$ cat src/rtl/seq_divider_pkg.sv
// ----------------------------------------------------------------------------
// div_pkg
// Shared definitions for the iterative restoring divider:
//   - div_state_e : FSM state encoding (IDLE, RUN, DONE)
//   - cnt_width() : width of the iteration counter for a given operand width
// ----------------------------------------------------------------------------
package div_pkg;

  typedef enum logic [1:0] {
    IDLE = 2'd0,
    RUN  = 2'd1,
    DONE = 2'd2
  } div_state_e;

  // The counter must be able to hold every value 0..w.
  function automatic int cnt_width(input int w);
    return $clog2(w + 1);
  endfunction

endpackage

$ cat src/rtl/seq_divider_if.sv
// ----------------------------------------------------------------------------
// seq_divider_if
// Start/busy/done handshake bundle for the sequential divider.
//   start       : request a division (requester -> divider)
//   dividend    : numerator, sampled with start
//   divisor     : denominator, sampled with start
//   busy        : divider is iterating
//   done        : one-cycle pulse when results update
//   quotient    : registered quotient
//   remainder   : registered remainder
//   div_by_zero : last accepted operation had a zero divisor
// master = requester side, slave = divider side.
// ----------------------------------------------------------------------------
interface seq_divider_if #(
  parameter int WIDTH = 4
);

  logic             start;
  logic [WIDTH-1:0] dividend;
  logic [WIDTH-1:0] divisor;
  logic             busy;
  logic             done;
  logic [WIDTH-1:0] quotient;
  logic [WIDTH-1:0] remainder;
  logic             div_by_zero;

  modport master (
    output start, dividend, divisor,
    input  busy, done, quotient, remainder, div_by_zero
  );

  modport slave (
    input  start, dividend, divisor,
    output busy, done, quotient, remainder, div_by_zero
  );

endinterface

$ cat src/rtl/seq_divider_cla_subtractor.sv
// ----------------------------------------------------------------------------
// cla_subtractor
// Purely combinational N-bit subtractor: diff = a + ~b + 1, with every carry
// formed directly from generate/propagate terms (look-ahead, no ripple).
//   a, b : operands
//   diff : a - b modulo 2^N
//   cout : 1 when a >= b (no borrow)
// ----------------------------------------------------------------------------
module cla_subtractor #(
  parameter int N = 5
) (
  input  logic [N-1:0] a,
  input  logic [N-1:0] b,
  output logic [N-1:0] diff,
  output logic         cout
);

  logic [N-1:0] bn_s;
  logic [N-1:0] g_s;
  logic [N-1:0] p_s;
  logic [N:0]   c_s;

  assign bn_s = ~b;
  assign g_s  = a & bn_s;
  assign p_s  = a ^ bn_s;

  // Look-ahead carries: c[i+1] = OR_j (g[j] & p[j+1..i]) | (cin & p[0..i]), cin = 1.
  always_comb begin
    logic c_acc;
    logic term;
    c_s    = {(N+1){1'b0}};
    c_s[0] = 1'b1;
    for (int i = 0; i < N; i++) begin
      c_acc = 1'b0;
      for (int j = 0; j <= i; j++) begin
        term = g_s[j];
        for (int k = j + 1; k <= i; k++) begin
          term = term & p_s[k];
        end
        c_acc = c_acc | term;
      end
      term = 1'b1;
      for (int k = 0; k <= i; k++) begin
        term = term & p_s[k];
      end
      c_acc      = c_acc | term;
      c_s[i + 1] = c_acc;
    end
  end

  assign diff = p_s ^ c_s[N-1:0];
  assign cout = c_s[N];

endmodule

$ cat src/rtl/seq_divider.sv
// ----------------------------------------------------------------------------
// seq_divider
// Iterative unsigned restoring divider, one quotient bit per clock.
//   clk   : rising-edge clock
//   rst_n : asynchronous active-low reset
//   bus   : seq_divider_if.slave (start/dividend/divisor in,
//           busy/done/quotient/remainder/div_by_zero out)
// A nonzero-divisor operation spends WIDTH cycles in RUN, then one cycle in
// DONE with done high. A zero divisor goes straight to DONE with quotient all
// ones and remainder equal to the dividend. All outputs are registered.
// ----------------------------------------------------------------------------
module seq_divider
  import div_pkg::*;
#(
  parameter int WIDTH = 4
) (
  input  logic         clk,
  input  logic         rst_n,
  seq_divider_if.slave bus
);

  localparam int CW = cnt_width(WIDTH);

  div_state_e       state_r, state_s;
  logic [CW-1:0]    cnt_r, cnt_s;
  logic [WIDTH-1:0] q_w_r, q_w_s;
  logic [WIDTH-1:0] d_w_r, d_w_s;
  logic [WIDTH:0]   r_w_r, r_w_s;
  logic [WIDTH-1:0] quotient_r, quotient_s;
  logic [WIDTH-1:0] remainder_r, remainder_s;
  logic             dbz_r, dbz_s;
  logic             busy_r, busy_s;
  logic             done_r, done_s;

  logic [WIDTH:0]   t_s;
  logic [WIDTH:0]   diff_s;
  logic             cout_s;

  // Trial value: partial remainder shifted left with the next dividend bit.
  assign t_s = {r_w_r[WIDTH-1:0], q_w_r[WIDTH-1]};

  cla_subtractor #(
    .N(WIDTH + 1)
  ) u_sub (
    .a   (t_s),
    .b   ({1'b0, d_w_r}),
    .diff(diff_s),
    .cout(cout_s)
  );

  // Next-state and next-register values for FSM, datapath and outputs.
  always_comb begin
    state_s     = state_r;
    cnt_s       = cnt_r;
    q_w_s       = q_w_r;
    d_w_s       = d_w_r;
    r_w_s       = r_w_r;
    quotient_s  = quotient_r;
    remainder_s = remainder_r;
    dbz_s       = dbz_r;

    case (state_r)
      IDLE: begin
        if (bus.start) begin
          if (bus.divisor != {WIDTH{1'b0}}) begin
            q_w_s   = bus.dividend;
            d_w_s   = bus.divisor;
            r_w_s   = {(WIDTH+1){1'b0}};
            cnt_s   = {CW{1'b0}};
            dbz_s   = 1'b0;
            state_s = RUN;
          end else begin
            quotient_s  = {WIDTH{1'b1}};
            remainder_s = bus.dividend;
            dbz_s       = 1'b1;
            state_s     = DONE;
          end
        end else begin
          state_s = IDLE;
        end
      end

      RUN: begin
        if (cout_s) begin
          r_w_s = diff_s;
          q_w_s = {q_w_r[WIDTH-2:0], 1'b1};
        end else begin
          r_w_s = t_s;
          q_w_s = {q_w_r[WIDTH-2:0], 1'b0};
        end
        cnt_s = cnt_r + {{(CW-1){1'b0}}, 1'b1};
        // Last iteration publishes the results this same edge.
        if (cnt_r == CW'(WIDTH - 1)) begin
          quotient_s  = q_w_s;
          remainder_s = r_w_s[WIDTH-1:0];
          state_s     = DONE;
        end else begin
          state_s = RUN;
        end
      end

      DONE: begin
        state_s = IDLE;
      end

      default: begin
        state_s = IDLE;
      end
    endcase

    // busy/done are registered images of the state being entered.
    busy_s = (state_s == RUN);
    done_s = (state_s == DONE);
  end

  // State, datapath and output registers.
  always_ff @(posedge clk or negedge rst_n) begin
    if (!rst_n) begin
      state_r     <= IDLE;
      cnt_r       <= {CW{1'b0}};
      q_w_r       <= {WIDTH{1'b0}};
      d_w_r       <= {WIDTH{1'b0}};
      r_w_r       <= {(WIDTH+1){1'b0}};
      quotient_r  <= {WIDTH{1'b0}};
      remainder_r <= {WIDTH{1'b0}};
      dbz_r       <= 1'b0;
      busy_r      <= 1'b0;
      done_r      <= 1'b0;
    end else begin
      state_r     <= state_s;
      cnt_r       <= cnt_s;
      q_w_r       <= q_w_s;
      d_w_r       <= d_w_s;
      r_w_r       <= r_w_s;
      quotient_r  <= quotient_s;
      remainder_r <= remainder_s;
      dbz_r       <= dbz_s;
      busy_r      <= busy_s;
      done_r      <= done_s;
    end
  end

  assign bus.busy        = busy_r;
  assign bus.done        = done_r;
  assign bus.quotient    = quotient_r;
  assign bus.remainder   = remainder_r;
  assign bus.div_by_zero = dbz_r;

endmodule

$ cat src/flat_wrapper.sv
// flat-port wrapper written by rule: the top's interface ports become plain ports
module seq_divider_flat import div_pkg::*;
#(
  parameter int WIDTH = 4
)
  (clk, rst_n, bus_start, bus_dividend, bus_divisor, bus_busy, bus_done, bus_quotient, bus_remainder, bus_div_by_zero);
  seq_divider_if #(.WIDTH(WIDTH)) bus_i ();
  input  logic clk;
  input  logic rst_n;
  input wire logic [$bits(bus_i.start)-1:0] bus_start;
  input wire logic [$bits(bus_i.dividend)-1:0] bus_dividend;
  input wire logic [$bits(bus_i.divisor)-1:0] bus_divisor;
  output wire logic [$bits(bus_i.busy)-1:0] bus_busy;
  output wire logic [$bits(bus_i.done)-1:0] bus_done;
  output wire logic [$bits(bus_i.quotient)-1:0] bus_quotient;
  output wire logic [$bits(bus_i.remainder)-1:0] bus_remainder;
  output wire logic [$bits(bus_i.div_by_zero)-1:0] bus_div_by_zero;
  assign bus_i.start = bus_start;
  assign bus_i.dividend = bus_dividend;
  assign bus_i.divisor = bus_divisor;
  assign bus_busy = bus_i.busy;
  assign bus_done = bus_i.done;
  assign bus_quotient = bus_i.quotient;
  assign bus_remainder = bus_i.remainder;
  assign bus_div_by_zero = bus_i.div_by_zero;
  seq_divider #(.WIDTH(WIDTH)) u_core (.clk(clk), .rst_n(rst_n), .bus(bus_i));
endmodule
$ cat config.mk
export PLATFORM = sky130hd
export DESIGN_NAME = seq_divider_flat
export DESIGN_NICKNAME = d
export VERILOG_FILES = /design/src/rtl/seq_divider_pkg.sv /design/src/rtl/seq_divider_if.sv /design/src/rtl/seq_divider_cla_subtractor.sv /design/src/rtl/seq_divider.sv /design/src/flat_wrapper.sv
export SDC_FILE = /design/constraint.sdc
export NUM_CORES = 1
export LEC_CHECK = 0
export ABC_CLOCK_PERIOD_IN_PS = 2300
export CAP_MARGIN = 5
export CORE_ASPECT_RATIO = 1.25
export CORE_UTILIZATION = 40
export DETAILED_ROUTE_END_ITERATION = 7
export PLACE_DENSITY = 0.7
export SYNTH_ARGS = -nofsm -noshare
export SYNTH_HDL_FRONTEND = slang
export SYNTH_SLANG_ARGS = --single-unit
$ cat constraint.sdc
create_clock -name clk -period 2.3 [get_ports clk]
set_clock_uncertainty 0.15 [all_clocks]
set_input_delay 0.23 -clock clk [delete_from_list [all_inputs] [get_ports clk]]
set_output_delay 0.23 -clock clk [all_outputs]
set_load 0.01 [all_outputs]
==> results of run 1 <==
## final cells by class
class / instances / area (um^2) / area share
inverter: 9 / 33.78 / 0.01897
timing repair buffer: 25 / 240.2 / 0.1349
tap: 39 / 48.80 / 0.02741
sequential: 28 / 700.7 / 0.3935
clock buffer: 4 / 55.05 / 0.03092
multi-input combinational: 93 / 701.9 / 0.3942
## how the worst max path moves through the flow
stage / endpoint / from
after floorplan: u_core.bus.remainder[2] / u_core.d_w_r[0]
after global placement: u_core.bus.remainder[2] / bus_divisor[1]
after detailed placement: u_core.bus.remainder[2] / bus_divisor[1]
after CTS: u_core.bus.remainder[2] / u_core.d_w_r[0]
after global routing: u_core.bus.remainder[2] / u_core.d_w_r[0]
final: u_core.bus.remainder[2] / u_core.d_w_r[0]
## sequential cells by signal, indices dropped and copies added (netlist names)
name	count
u_core.bus.div_by_zero	1
u_core.bus.done	1
u_core.d_w_r	4
u_core.bus.quotient	4
u_core.bus.remainder	4
u_core.r_w_r	4
u_core.q_w_r	4
u_core.cnt_r	3
u_core.bus.busy	1
u_core.state_r	2
## power groups by stage
| stage | Combinational (mW) | Sequential, mW | Clock, mW |
|---|---|---|---|
| 2_1_floorplan | 0.998 | 0.873 | 0 |
| 3_3_place_gp | 1.40 | 0.865 | 0 |
| 3_5_place_dp | 1.46 | 0.872 | 0 |
| 4_1_cts | 1.47 | 0.865 | 0.312 |
| 5_1_grt | 1.65 | 0.893 | 0.326 |
| 6_report | 1.47 | 0.863 | 0.301 |
## critical path: stages, from the launching register on
cell and delay, ps:
dfrtp_1 370, inv_1 60, ha_1 310, o21ai_0 360
nor4bb_1 370, o31ai_1 110, mux2_2 280
## layout by cell type (no fill, tap or decap), types with 2 or more instances in the layout
master,count
nand2_1,9
buf_4,4
a21oi_1,2
o2bb2ai_1,2
mux2i_1,5
nand3_1,2
clkdlybuf4s50_1,21
clkbuf_8,4
nand2b_1,4
inv_1,9
ha_1,7
a2bb2oi_1,2
dfrtp_1,28
mux2_2,2
o21ai_0,5
nor2b_1,2
o21ai_1,6
a21boi_1,3
a21o_1,2
a211oi_1,2
nor2_1,8
nor3_1,2
o31ai_1,4
mux2_1,4
o21bai_1,3
## routing by layer
| metal | part of all wire | routed length [um] |
|---|---|---|
| met5 | 0 | 0 |
| met4 | 0.016 | 48 |
| met1 | 0.44 | 1302 |
| met2 | 0.51 | 1523 |
| met3 | 0.039 | 117 |
## cells by family after synthesis
kind of cell | count (synthesis)
adders and majority gates | 7
and+or+nand+nor | 34
buffers and inverters | 13
muxes | 11
xor gates and xnor gates | 1
DFF | 28
AOI/OAI and AO/OA | 40
## per-stage QoR
| stage | hold slack, ps | worst slack (ps) | util | power, mW |
|---|---|---|---|---|
| 3_5_place_dp | 329.1 | 208.1 | 0.4953 | 2.328 |
| 4_1_cts | 188.1 | 214.1 | 0.5111 | 2.648 |
| 2_1_floorplan | -215.6 | 430.4 | - | 1.871 |
| 3_3_place_gp | 321.9 | 235.9 | 0.4953 | 2.268 |
| 5_1_grt | 208.5 | 15.75 | 0.5111 | 2.869 |
| 6_report | 168.9 | 182.9 | 0.5111 | 2.633 |
==> reports/results.tsv, run 1 <==
metric	value	unit
status	finished clean	
most frequent cell after synthesis	dfrtp_1	
die area	0.003891	mm^2
Starting Density	0.4185	
H-tree levels	1	
final instance area	0.001780	mm^2
Synth Area in XOR/XNOR	0.006009	
clock slew at reported path FFs	90	ps
CTS tree	built	
DIE HEIGHT	69.49	um
Root Buffer	clkbuf_8	
clock latency on the worst-skew pair	270	ps
Remaining DRCs	0	
internal reg-to-reg setup slack	180	ps
GRT Util Overall	0.1688	
initial antenna violation count	0	
Simple-Gate Fraction of Synth Area	0.1382	
total negative slack	0	ps
Synth Area in Compound Gates	0.1966	
register area share after synthesis	0.4807	
postcts setup bufs	0	
post-synth net total	152	
Worst Path Required	2310	ps
layout cells sized above 1	0.09434	
CTS buffer count	3	
CP max FO	4	
Synth cell types	42	
n_diodes	0	
RR Endpoint	u_core.bus.remainder[2]	
RSZ-0062 raised after global routing	no	
fin crit period	2117	ps
main combinational cell family by area after synthesis	compound AO/OA/AOI/OAI gates	
async set-reset flop share out of synthesis	1.000	
Max Fclk	472.3	MHz
Post-Syn Area	0.001458	mm^2
Gate Count Post-Synth	134	
Synth Area in Adders	0.06009	
Crit. End Element	flop	
vias in the first global route	1169	
routability cong.	0.7899	
via density per instance	5.677	
# fillers	327	
yosys warns	0	
part of the power in combinational logic	0.558	
register share of total power	0.328	
Sw Share	0.4046	
hold-fix buffers at CTS	0	
maximum vdd drop	0.8239	mV
clock sink count	28	
Placed Cells	194	
fin crit share	0.9205	
# IOs	22	
GRT Residual Overflow	0	
switching pwr	1.065	mW
Setup-failing EPs final	0	
dominant register cell in the synthesized netlist	dfrtp_1	
Std-Cell Rows	24	
Die W	56.00	um
Internal	1.567	mW
IO buf count	21	
multiplexer area fraction after synthesis	0.08069	
synth-to-layout area growth	22.15	%
GRT busiest layer	met2	
M1 GR Usage	0.2120	
Final HPWL DP	2217	um
Pwr per Cell Area	1479	mW/mm^2
placed cell area	0.001725	mm^2
drt total wl	2993	um
CP startpoint kind	flop	
PostCTS Resize Cnt	0	
post-synth top area share	0.4807	
Leak Pwr	0.7998	nW
final hold vios	0	
Max-Cap Viols	0	
Post-layout nets	178	
FF-to-FF Start	u_core.d_w_r[0]	
DRT iter0 DRCs	44	
Post-synth top cells	28 x dfrtp_1, 9 x inv_1, 9 x nand2_1	
class of the worst hold path	input pin to asynchronous set/reset pin	
Register-to-Register Path Depth	6	
number of enable flip-flop cells after synthesis	0	
core box area	0.003483	mm^2
Max-slew headroom	0.6095	
final slew viol count	0	
first drt pass iteration count	4	
Area contributors post-synth	dfrtp_1 48%, ha_1 6.0%, mux2i_1 3.4%	
most area-hungry cell type in the Yosys netlist	dfrtp_1	
WL/cell	15.12	um
Clock power frac	0.114	
fin cells	198	
GRT met3 Usage	0.02612	
WS Path Type	flop to flop	
grt met2 use	0.2884	
worst-margin pin slew	585.7	ps
crit path DAT	2130	ps
antenna viol nets, final	0	
#FFs+latches synth	28	
Mean Syn Cell Area	10.88	um^2
largest net degree at the start of global routing	29	
global-route wire length before repair	5257	um
Max Root-Sink Buffers	2	
DR vias	1124	
Power figures use the tool's default switching activity.
==> run 2, diff against run 1 <==
--- a/config.mk
+++ b/config.mk
@@ -14,3 +14,4 @@
 export SYNTH_ARGS = -nofsm -noshare
 export SYNTH_HDL_FRONTEND = slang
 export SYNTH_SLANG_ARGS = --single-unit
+export TNS_END_PERCENT = 100
==> results of run 2 <==
No change in the layout: final DEF, timing and power equal those of run 1.
